<file path="config.mk">
export PLATFORM = sky130hd
export DESIGN_NAME = gc_dispatcher
export DESIGN_NICKNAME = d
export VERILOG_FILES = /design/src/rtl/gc_dispatcher.sv
export SDC_FILE = /design/constraint.sdc
export NUM_CORES = 1
export LEC_CHECK = 0
export CORE_MARGIN = 2
export CORE_UTILIZATION = 60
export DETAILED_ROUTE_END_ITERATION = 12
export GPL_TIMING_DRIVEN = 0
export PLACE_DENSITY = 0.81
export SETUP_SLACK_MARGIN = 0.05
export SYNTH_ARGS = -nofsm -noshare
export SYNTH_HDL_FRONTEND = slang
export SYNTH_SLANG_ARGS = --single-unit
export TNS_END_PERCENT = 20
</file>
<file path="constraint.sdc">
create_clock -name clk -period 42.1 [get_ports clk]
set_input_delay 4.21 -clock clk [delete_from_list [all_inputs] [get_ports clk]]
set_output_delay 4.21 -clock clk [all_outputs]
set_load 0.05 [all_outputs]
</file>
<file path="src/rtl/gc_dispatcher.sv">
// Loop-iteration dispatcher: hands out gc, gc+gd, gc+2gd, ... to requesting cores
// in priority order until the counter leaves [gc, limit), one fork at a time.
module gc_dispatcher #(
  parameter int N_CORE   = 4,
  parameter int GC_WIDTH = 32,
  parameter int GD_WIDTH = 32
) (
  input  logic                         clk,
  input  logic                         rst_n,
  input  logic                         fork_valid,
  input  logic [GC_WIDTH-1:0]          fork_gc,
  input  logic [GD_WIDTH-1:0]          fork_gd,
  input  logic [GC_WIDTH-1:0]          fork_limit,
  input  logic [N_CORE-1:0]            req_valid,
  output logic [N_CORE-1:0]            grant_valid,
  output logic [N_CORE*GC_WIDTH-1:0]   grant_gc,
  output logic                         active,
  output logic                         exhausted,
  output logic [GC_WIDTH-1:0]          issued_count
);

  localparam int CW = $clog2(N_CORE + 1);
  localparam int XW = GC_WIDTH + GD_WIDTH + CW + 1;

  typedef enum logic [1:0] {S_IDLE, S_RUN, S_DONE} state_t;

  state_t                r_state;
  state_t                w_next_state;
  logic [GC_WIDTH-1:0]   r_gc;
  logic [GD_WIDTH-1:0]   r_gd;
  logic [GC_WIDTH-1:0]   r_limit;
  logic [GC_WIDTH-1:0]   r_issued;

  logic signed [XW-1:0]  w_gd_x;
  logic signed [XW-1:0]  w_limit_x;
  logic signed [XW-1:0]  w_next_gc_x;
  logic [N_CORE-1:0]     w_grant;
  logic [N_CORE*GC_WIDTH-1:0] w_grant_gc;
  logic [CW-1:0]         w_m;
  logic                  w_fork_in_range;

  function automatic logic signed [XW-1:0] sx_gc(input logic [GC_WIDTH-1:0] v);
    return {{(XW-GC_WIDTH){v[GC_WIDTH-1]}}, v};
  endfunction

  function automatic logic signed [XW-1:0] sx_gd(input logic [GD_WIDTH-1:0] v);
    return {{(XW-GD_WIDTH){v[GD_WIDTH-1]}}, v};
  endfunction

  function automatic logic in_range(input logic signed [XW-1:0] v,
                                    input logic signed [XW-1:0] gd,
                                    input logic signed [XW-1:0] lim);
    return ((gd > 0) && (v < lim)) || ((gd < 0) && (v > lim));
  endfunction

  assign w_gd_x          = sx_gd(r_gd);
  assign w_limit_x       = sx_gc(r_limit);
  assign w_fork_in_range = in_range(sx_gc(fork_gc), sx_gd(fork_gd), sx_gc(fork_limit));

  // Walk cores in priority order; the candidate only advances past granted cores,
  // so it ends the loop as next cycle's gc without needing a multiplier.
  always_comb begin
    logic signed [XW-1:0] w_cand;
    w_grant    = '0;
    w_grant_gc = '0;
    w_m        = '0;
    w_cand     = sx_gc(r_gc);
    for (int unsigned i = 0; i < N_CORE; i++) begin
      w_grant_gc[i*GC_WIDTH +: GC_WIDTH] = w_cand[GC_WIDTH-1:0];
      if ((r_state == S_RUN) && !fork_valid && req_valid[i] &&
          in_range(w_cand, w_gd_x, w_limit_x)) begin
        w_grant[i] = 1'b1;
        w_cand     = w_cand + w_gd_x;
        w_m        = w_m + CW'(1);
      end
    end
    w_next_gc_x = w_cand;
  end

  always_ff @(posedge clk or negedge rst_n) begin
    if (!rst_n) begin
      r_state <= S_IDLE;
    end else begin
      r_state <= w_next_state;
    end
  end

  always_comb begin
    w_next_state = r_state;
    if (fork_valid) begin
      w_next_state = ((fork_gd == '0) || !w_fork_in_range) ? S_DONE : S_RUN;
    end else if ((r_state == S_RUN) && !in_range(w_next_gc_x, w_gd_x, w_limit_x)) begin
      w_next_state = S_DONE;
    end
  end

  always_comb begin
    active       = (r_state == S_RUN);
    exhausted    = (r_state == S_DONE);
    grant_valid  = w_grant;
    grant_gc     = w_grant_gc;
    issued_count = r_issued;
  end

  always_ff @(posedge clk or negedge rst_n) begin
    if (!rst_n) begin
      r_gc     <= '0;
      r_gd     <= '0;
      r_limit  <= '0;
      r_issued <= '0;
    end else if (fork_valid) begin
      r_gc     <= fork_gc;
      r_gd     <= fork_gd;
      r_limit  <= fork_limit;
      r_issued <= '0;
    end else if (r_state == S_RUN) begin
      r_gc     <= w_next_gc_x[GC_WIDTH-1:0];
      r_issued <= r_issued + GC_WIDTH'(w_m);
    end
  end

endmodule

</file>
-- Word level (Yosys, flattened, before mapping)
Index checks and enable logic that the tools add are counted.
- flip-flop bits (word level): 130
- input bits: 103
- output and inout bits: 166
- logic and storage cells: 85
- add/sub/neg operators: 8
- magnitude comparators: 16
- equal/unequal tests: 2
- muxes and demuxes: 19
- reduce and logical (&&, ||, !) cells: 35
- operators with widths (operator ; number):
    $gt 68x32->1 ; 4
    $lt 68x32->1 ; 4
    $mux 68 ; 4
    $add 68x32->68 ; 3
    $mux 32 ; 4
    $gt 32x1->1 const B ; 2
    $gt 32x32->1 ; 2
    $lt 32x1->1 const B ; 2
    $lt 32x32->1 ; 2
    $add 32x32->33 ; 1
    $add 32x3->32 ; 1
    $logic_not 32->1 ; 1
    $logic_and 1x1->1 ; 22
    $add 3x1->3 const B ; 3
    $mux 3 ; 3
    $logic_or 1x1->1 ; 7
    $mux 2 ; 3
    $mux 1 ; 5
    $reduce_bool 2->1 ; 2
    $logic_not 1->1 ; 3
    $eq 2x1->1 const B ; 1
    $eq 2x2->1 const B ; 1

-- Depth between registers and ports, before layout
Gate-level depths: netlist (run 1).
- depth in word-level cells: 27
- depth in mapped cells: 68
- mapped depth without buffers: 63

-- Worst setup path after synthesis (run 1)
OpenSTA, ideal clock, no wires.
- path kind: input -> output
- start point: in fork_valid
- end point: out grant_valid[3]
- arrival time: 16.804 ns
- data required time: 37.890 ns
- path slack: 21.086 ns
- stages on the path: 46
- path buffers: 10
- cells stage by stage: clkbuf_1 -> nor3b_2 -> nand2_1 -> a31oi_1 -> a22o_1 -> nor3_1 -> or2_1 -> buf_6 -> buf_6 -> buf_6 -> o31ai_1 -> ha_1 -> a21o_1 -> a21o_1 -> a21o_1 -> a211oi_1 -> o211ai_1 -> a2bb2oi_1 -> [10 not listed] -> o22a_1 -> nor2_1 -> inv_2 -> buf_1 -> clkbuf_1 -> nor2_1 -> a21oi_1 -> ha_1 -> a21oi_1 -> nor2b_1 -> o21ai_0 -> a21oi_1 -> a211oi_1 -> o211ai_1 -> a21oi_1 -> nand3b_1 -> clkbuf_1 -> clkbuf_1
- word-level cells in the longest chain between the ends: 20
- elaborated cells between the ends (all ways): 31
- classes of those cells: add/sub: 2; order compare: 6; mux: 4; reduce/logical: 19
- ends and longest elaborated chain (item ; line ; RTL):
    start, declared ; 10 ; input logic fork_valid,
    $logic_not 1->1 (*) ; 70 ; if ((r_state == S_RUN) && !fork_valid && req_valid[i] &&
    $logic_and 1x1->1 (*) (3 in series) ; 70 ;
    $mux 68 (*) ; 70 ;
    via grant_gc[37] ; 16 ; output logic [N_CORE*GC_WIDTH-1:0] grant_gc,
    $lt 68x32->1 / $gt 68x32->1 (equally long branches) ; 53 ; return ((gd > 0) && (v < lim)) || ((gd < 0) && (v > lim));
    $logic_and 1x1->1 ; 53 ;
    $logic_or 1x1->1 ; 53 ;
    $logic_and 1x1->1 ; 70 ;
    [1 not listed] ; -- ;
    via grant_gc[92] ; 16 ;
    [3 not listed] ; -- ;
    $logic_and 1x1->1 (*) ; 70 ;
    $mux 68 (*) ; 70 ;
    via grant_gc[121] ; 16 ;
    $lt 68x32->1 / $gt 68x32->1 (equally long branches) ; 53 ;
    $logic_and 1x1->1 ; 53 ;
    $logic_or 1x1->1 (*) ; 53 ;
    $logic_and 1x1->1 (*) ; 70 ;
    $mux 1 (*) ; 70 ;
    end, declared ; 15 ; output logic [N_CORE-1:0] grant_valid,
The timed path passes the listed nets; every way through them passes the cells marked *.

-- Worst setup path after layout (run 1)
- start point: in fork_valid
- end point: out grant_valid[3]
- word-level cells in the longest chain between the ends: 20
- elaborated cells between the ends (all ways): 31
- classes of those cells: add/sub: 2; order compare: 6; mux: 4; reduce/logical: 19
- ends and longest elaborated chain (item ; line):
    $logic_not 1->1 (*) ; 70
    $logic_and 1x1->1 (*) ; 70
    $logic_and 1x1->1 (2 in series) ; 70
    $mux 68 ; 70
    $lt 68x32->1 / $gt 68x32->1 (equally long branches) ; 53
    $logic_and 1x1->1 ; 53
    $logic_or 1x1->1 ; 53
    $logic_and 1x1->1 ; 70
    [3 not listed] ; --
    $logic_or 1x1->1 ; 53
    $logic_and 1x1->1 ; 70
    $mux 68 ; 70
    $lt 68x32->1 / $gt 68x32->1 (equally long branches) ; 53
    $logic_and 1x1->1 ; 53
    $logic_or 1x1->1 ; 53
    $logic_and 1x1->1 (*) ; 70
    $mux 1 (*) ; 70
Mark *: on every way between the ends. The rest lies on a longest branch, timed or not.

==> results.yml, run 1 <==
setup_path:
  cp.required_ns: 37.89
  critPathSlowestCell: "a2111oi_0"
  crit_top_cell: "clkbuf_1"
  crit_path_max_fanout: 10
  rrSetupSlack_ns: 19.34
  cp-start-kind: "primary input"
  critical_path_class: "primary input to primary output"
  cpPeakStageDelay_ns: 1.01
  cp.arrival_ns: 22.33
  critPathCaptureType: "primary output"
global_route:
  grt_pass1_wl_um: 166000
  grt_overflow: 0
  grt_pass1_vias: 28636
  grt_max_degree: 89
  track_usage: 0.483
  antenna_found_initial: 5
cts:
  post_cts_buffers: 0
  cts_resized: 0
  cts.sinks: 130
  numCtsBuffers: 17
  htree_levels: 4
  cts.path.max_buffers: 2
  path_clk_slew_ns: 0.07
  root_buffer: "clkbuf_16"
  hold_buffers: 0
  clk-insertion-delay-late_ns: 0.47
  tritoncts: "built"
drt:
  avgViaCountPerCell: 6.98
  wl_per_cell_um: 26.4
  route.detailed.drc: 0
  wirelength_um: 111000
  drt-pass1-iter-count: 7
  drtIter0Drc: 3557
  vias: 29478
  ant_nets: 0
timing:
  fmax_mhz: 37.7
  tightest_slew_ns: 1.40
  clock_skew_ns: 0.0181
  rsz0062_at_grt: "no"
  min_period_over_period: 0.630
  period_minus_slack_ns: 26.54
  relSlewSlack: 0.0650
  finalSetupViolCount: 0
  finalHoldViolations: 0
  tns_ns: 0
  drv_slew: 0
yosys:
  synth_top_area_share: 0.242
  synthArstFlopShare: 1.00
  ys_warn_count: 0
  ys_seq_elements: 130
  synth-seq-area-share: 0.125
  synth_nets: 3945
  synth-edff-count: 0
  netlist_instances: 3330
  synth_area_leaders: "ha_1 (24%), dfrtp_1 (12%), a21o_1 (5.7%), a21oi_1 (5.7%), mux2_2 (4.7%)"
  syn_area_per_cell_sq_um: 7.84
  ys_types: 94
  yosys.area.top_type: "ha_1"
  synth-main-ff-cell: "dfrtp_1"
  synthTopCellsByCount: "ha_1 (506), a21oi_1 (300), nand2_1 (284)"
  syn_area_sq_um: 26100
  yosysMostFrequentCell: "ha_1"
min_path:
  hold_path.class: "flop to flop"
floorplanning:
  rows: 76
  dieArea_sq_um: 45200
  die_x_um: 213
  coreArea_sq_um: 43000
  initial_core_util: 0.608
  ios: 269
  die_y_um: 213
place:
  hpwl_um: 89700
  port_buffers: 267
  gp_congestion: 1.11
  placedCellCount: 4185
  placedInstanceArea_sq_um: 29600
cells_and_area:
  area_growth_pct: 15.7
  final_cell_area_sq_um: 30200
  drive_above_1_share: 0.0639
  finalNetCount: 4235
  instances_no_fill: 4221
run:
  drv_cap: 0
outcome:
  status: "complete, no violations"
-- final cells by class --
cell class / instances / area [sq um]
Multi-Input combinational cell: 2933 / 21800
Fill cell: 3540 / 12800
Sequential cell: 130 / 3260
Timing Repair Buffer: 271 / 2760
Tap cell: 585 / 732
Inverter: 156 / 588
Buffer: 111 / 464
Clock buffer: 17 / 425
Clock inverter: 15 / 161
Antenna cell: 3 / 7.51
-- kinds of logic (layout without fill, tap and decap cells) --
kind of cell,count (synthesis),after routing,share of synthesized area
other,0,3,0
AO/OA/AOI/OAI,1152,1152,0.288
adder cells (fa/ha/maj),512,512,0.247
XOR/XNOR,203,203,0.0681
buffers and inverters,267,570,0.0402
multiplexers,131,131,0.0559
AND/OR/NAND/NOR,935,935,0.176
flip-flops,130,130,0.125
-- per-stage QoR --
step	hold WS [ns]	setup WS, ns	util
2_1_floorplan	0.551	21.09	-
3_3_place_gp	0.527	16.73	0.687
3_5_place_dp	0.548	16.70	0.689
4_1_cts	0.559	16.67	0.703
5_1_grt	0.585	15.71	0.703
6_report	0.558	15.56	0.703
-- per-layer routing --
metal  vias to the layer above  share of wire  track usage
li1                      13094              -            -
met5                         -        0.00012            0
met3                       619           0.12        0.130
met1                     13709           0.36        0.559
met4                         2          0.096        0.405
met2                      2054           0.43        0.747
-- worst max-delay path: cells and delay by family --
family,cells,cell delay [ns]
buffers and inverters,14,7.50
adders and majority gates,3,0.93
and+or+nand+nor,14,3.79
AOI/OAI and AO/OA,16,5.32
muxes,1,0.50
-- flip-flops by register name (all words and copies together), names as in the netlist --
signal	count
r_gd	32
r_limit	32
issued_count	32
r_gc	32
r_state	2
-- cell usage in the layout (no fill, tap or decap), types with 17 or more instances in the layout --
cell	Yosys	routed
clkbuf_16	0	17
xnor2_1	106	106
a21oi_1	300	300
xor2_1	97	97
o31ai_1	20	20
clkbuf_1	83	83
nand4_1	87	87
o211ai_1	30	30
inv_1	151	150
o21a_1	82	82
a21o_1	200	200
or2_2	17	17
nor2b_1	55	55
dfrtp_1	130	129
and3_1	42	42
nand3_1	74	74
or3_1	21	21
mux2_2	108	108
nand2_1	284	284
nor3_1	31	31
o21bai_1	33	33
o21ai_1	24	24
a211oi_1	33	33
nor4_1	32	32
o21ai_0	228	228
a31oi_1	23	23
nand2b_1	37	37
mux2i_1	20	20
nor2_1	193	193
clkdlybuf4s50_1	0	266
and2_1	24	24
ha_1	506	506
-- path summary, 6_finish.rpt --
kind / depth (start not counted) / end / startpoint
worst min register to register: 2 / issued_count[2] / issued_count[2]
max in group asynchronous: 2 / r_limit[19] / rst_n
min in group asynchronous: 1 / r_limit[8] / rst_n
worst max register to register: 66 / r_state[1] / r_limit[31]
worst min-delay path: 2 / issued_count[2] / issued_count[2]
worst max-delay path: 48 / grant_valid[3] / fork_valid
Power of run 1 is not shown: default switching activity piles up to over one toggle a cycle in this logic, so the estimate is an artifact.
==> run 2: changes to the inputs <==
CORE_UTILIZATION = 54   (was 60)
PLACE_DENSITY = 0.76   (was 0.81)
clock period = 23.5 ns   (was 42.1 ns; I/O delays follow)
==> run 2 against run 1 <==
Against the previous run: via count fell by 4.1%; cell area rose by 0.12%; first-iteration DRC count fell by 9.4%; die area rose by 11%; highest routed layer unchanged; critical path depth fell by 2; critical path type unchanged; global-route usage fell by 7.2 points; core utilization fell by 6.9 points; clock-buffer cell count did not move; clock skew fell by 0.0014 ns.
==> results.yml, run 2 (synthesis gave the netlist of run 1 again) <==
timing:
  holdWs_ns: 0.550
  finalWorstSetupSlack_ns: 0.928
  fmax_mhz: 44.3
  finalSetupViolCount: 0
  min_period_over_period: 0.961
  clock_skew_ns: 0.0166
  tightest_slew_ns: 1.41
  finalHoldViolations: 0
  drv_slew: 0
  period_minus_slack_ns: 22.57
  rsz0062_at_grt: "no"
  relSlewSlack: 0.0596
setup_path:
  crit_top_cell: "clkbuf_1"
  cp-start-kind: "primary input"
  critPathSlowestCell: "buf_1"
  critical_path_class: "primary input to primary output"
  cp.arrival_ns: 20.22
  cp.required_ns: 21.15
  cpPeakStageDelay_ns: 0.97
  rrSetupSlack_ns: 1.46
  crit_path_max_fanout: 10
  critPathCaptureType: "primary output"
floorplanning:
  die_y_um: 224
  rows: 80
  ios: 269
  coreArea_sq_um: 47700
  die_x_um: 224
  initial_core_util: 0.547
  dieArea_sq_um: 50200
place:
  port_buffers: 267
  gp_congestion: 1.03
  hpwl_um: 86200
  pre_cts_slack_ns: 1.58
drt:
  ant_nets: 0
  drtIter0Drc: 3222
  drt-pass1-iter-count: 5
  wirelength_um: 106000
  route.detailed.drc: 0
  vias: 28259
  avgViaCountPerCell: 6.65
  wl_per_cell_um: 24.9
cells_and_area:
  layout_commonest_cell: "ha_1"
  fillers: 4350
  finalNetCount: 4236
  drive_above_1_share: 0.0638
  multi_input_area_sq_um: 21800
  final_cell_mix: "ha_1 (506), a21oi_1 (300), nand2_1 (284), clkdlybuf4s50_1 (266), o21ai_0 (228)"
  area_growth_pct: 15.8
  seqCellArea_sq_um: 3260
  diodes: 0
cts:
  root_buffer: "clkbuf_16"
  cts_resized: 0
  path_clk_slew_ns: 0.06
  htree_levels: 4
  cts.path.max_buffers: 2
  clk-insertion-delay-late_ns: 0.47
  tritoncts: "built"
  numCtsBuffers: 17
  post_cts_buffers: 0
  cts.sinks: 130
  hold_buffers: 0
run:
  drv_cap: 0
outcome:
  status: "complete, no violations"
min_path:
  hold_path.class: "flop to flop"
global_route:
  grt_pass1_vias: 26166
  grt_pass1_wl_um: 157000
  grt_max_degree: 85
  grt_overflow: 0
  antenna_found_initial: 2
  track_usage: 0.411
-- run 2: through the flow --
step / std cells / TNS (ns) / utilization / cell area, sq um
after detailed placement: 4215 / 0 / 0.621 / 29700
final: 4249 / 0 / 0.634 / 30300
after CTS: 4247 / 0 / 0.633 / 30200
after floorplan: 3330 / 0 / - / 26100
after global routing: 4249 / 0 / 0.634 / 30300
after global placement: 4212 / -0.707 / 0.619 / 29600
-- run 2: final timing paths --
check	startpoint	to	cells after the start
setup / recovery	fork_valid	grant_valid[3]	46
hold / removal	issued_count[31]	issued_count[31]	2
setup reg to reg	r_limit[31]	r_state[0]	60
hold reg to reg	issued_count[31]	issued_count[31]	2
max in group asynchronous	rst_n	r_limit[22]	2
min in group asynchronous	rst_n	r_limit[9]	1
-- run 2: final cells by class --
cell class              count  share of cell area
multi-input cells        2933               0.721
flip-flops and latches    130               0.108
repair buffers            272              0.0917
well taps                 615              0.0254
inverters                 156              0.0194
plain buffers             111              0.0153
clock buffers              17              0.0141
clock inverters            15             0.00517
-- run 2: critical path, delay by kind of cell --
kind	cells	cell delay, ns
AOI/OAI and AO/OA	13	4.34
adders and majority gates	3	0.96
buffers and inverters	12	6.91
muxes	1	0.50
and+or+nand+nor	17	5.07
-- run 2: layer usage --
layer  GRT usage  part of all wire
met4       0.257             0.073
met1       0.515              0.39
met5           0           0.00025
met3      0.0811              0.10
met2       0.649              0.43
Power of run 2 is left out for the same reason.
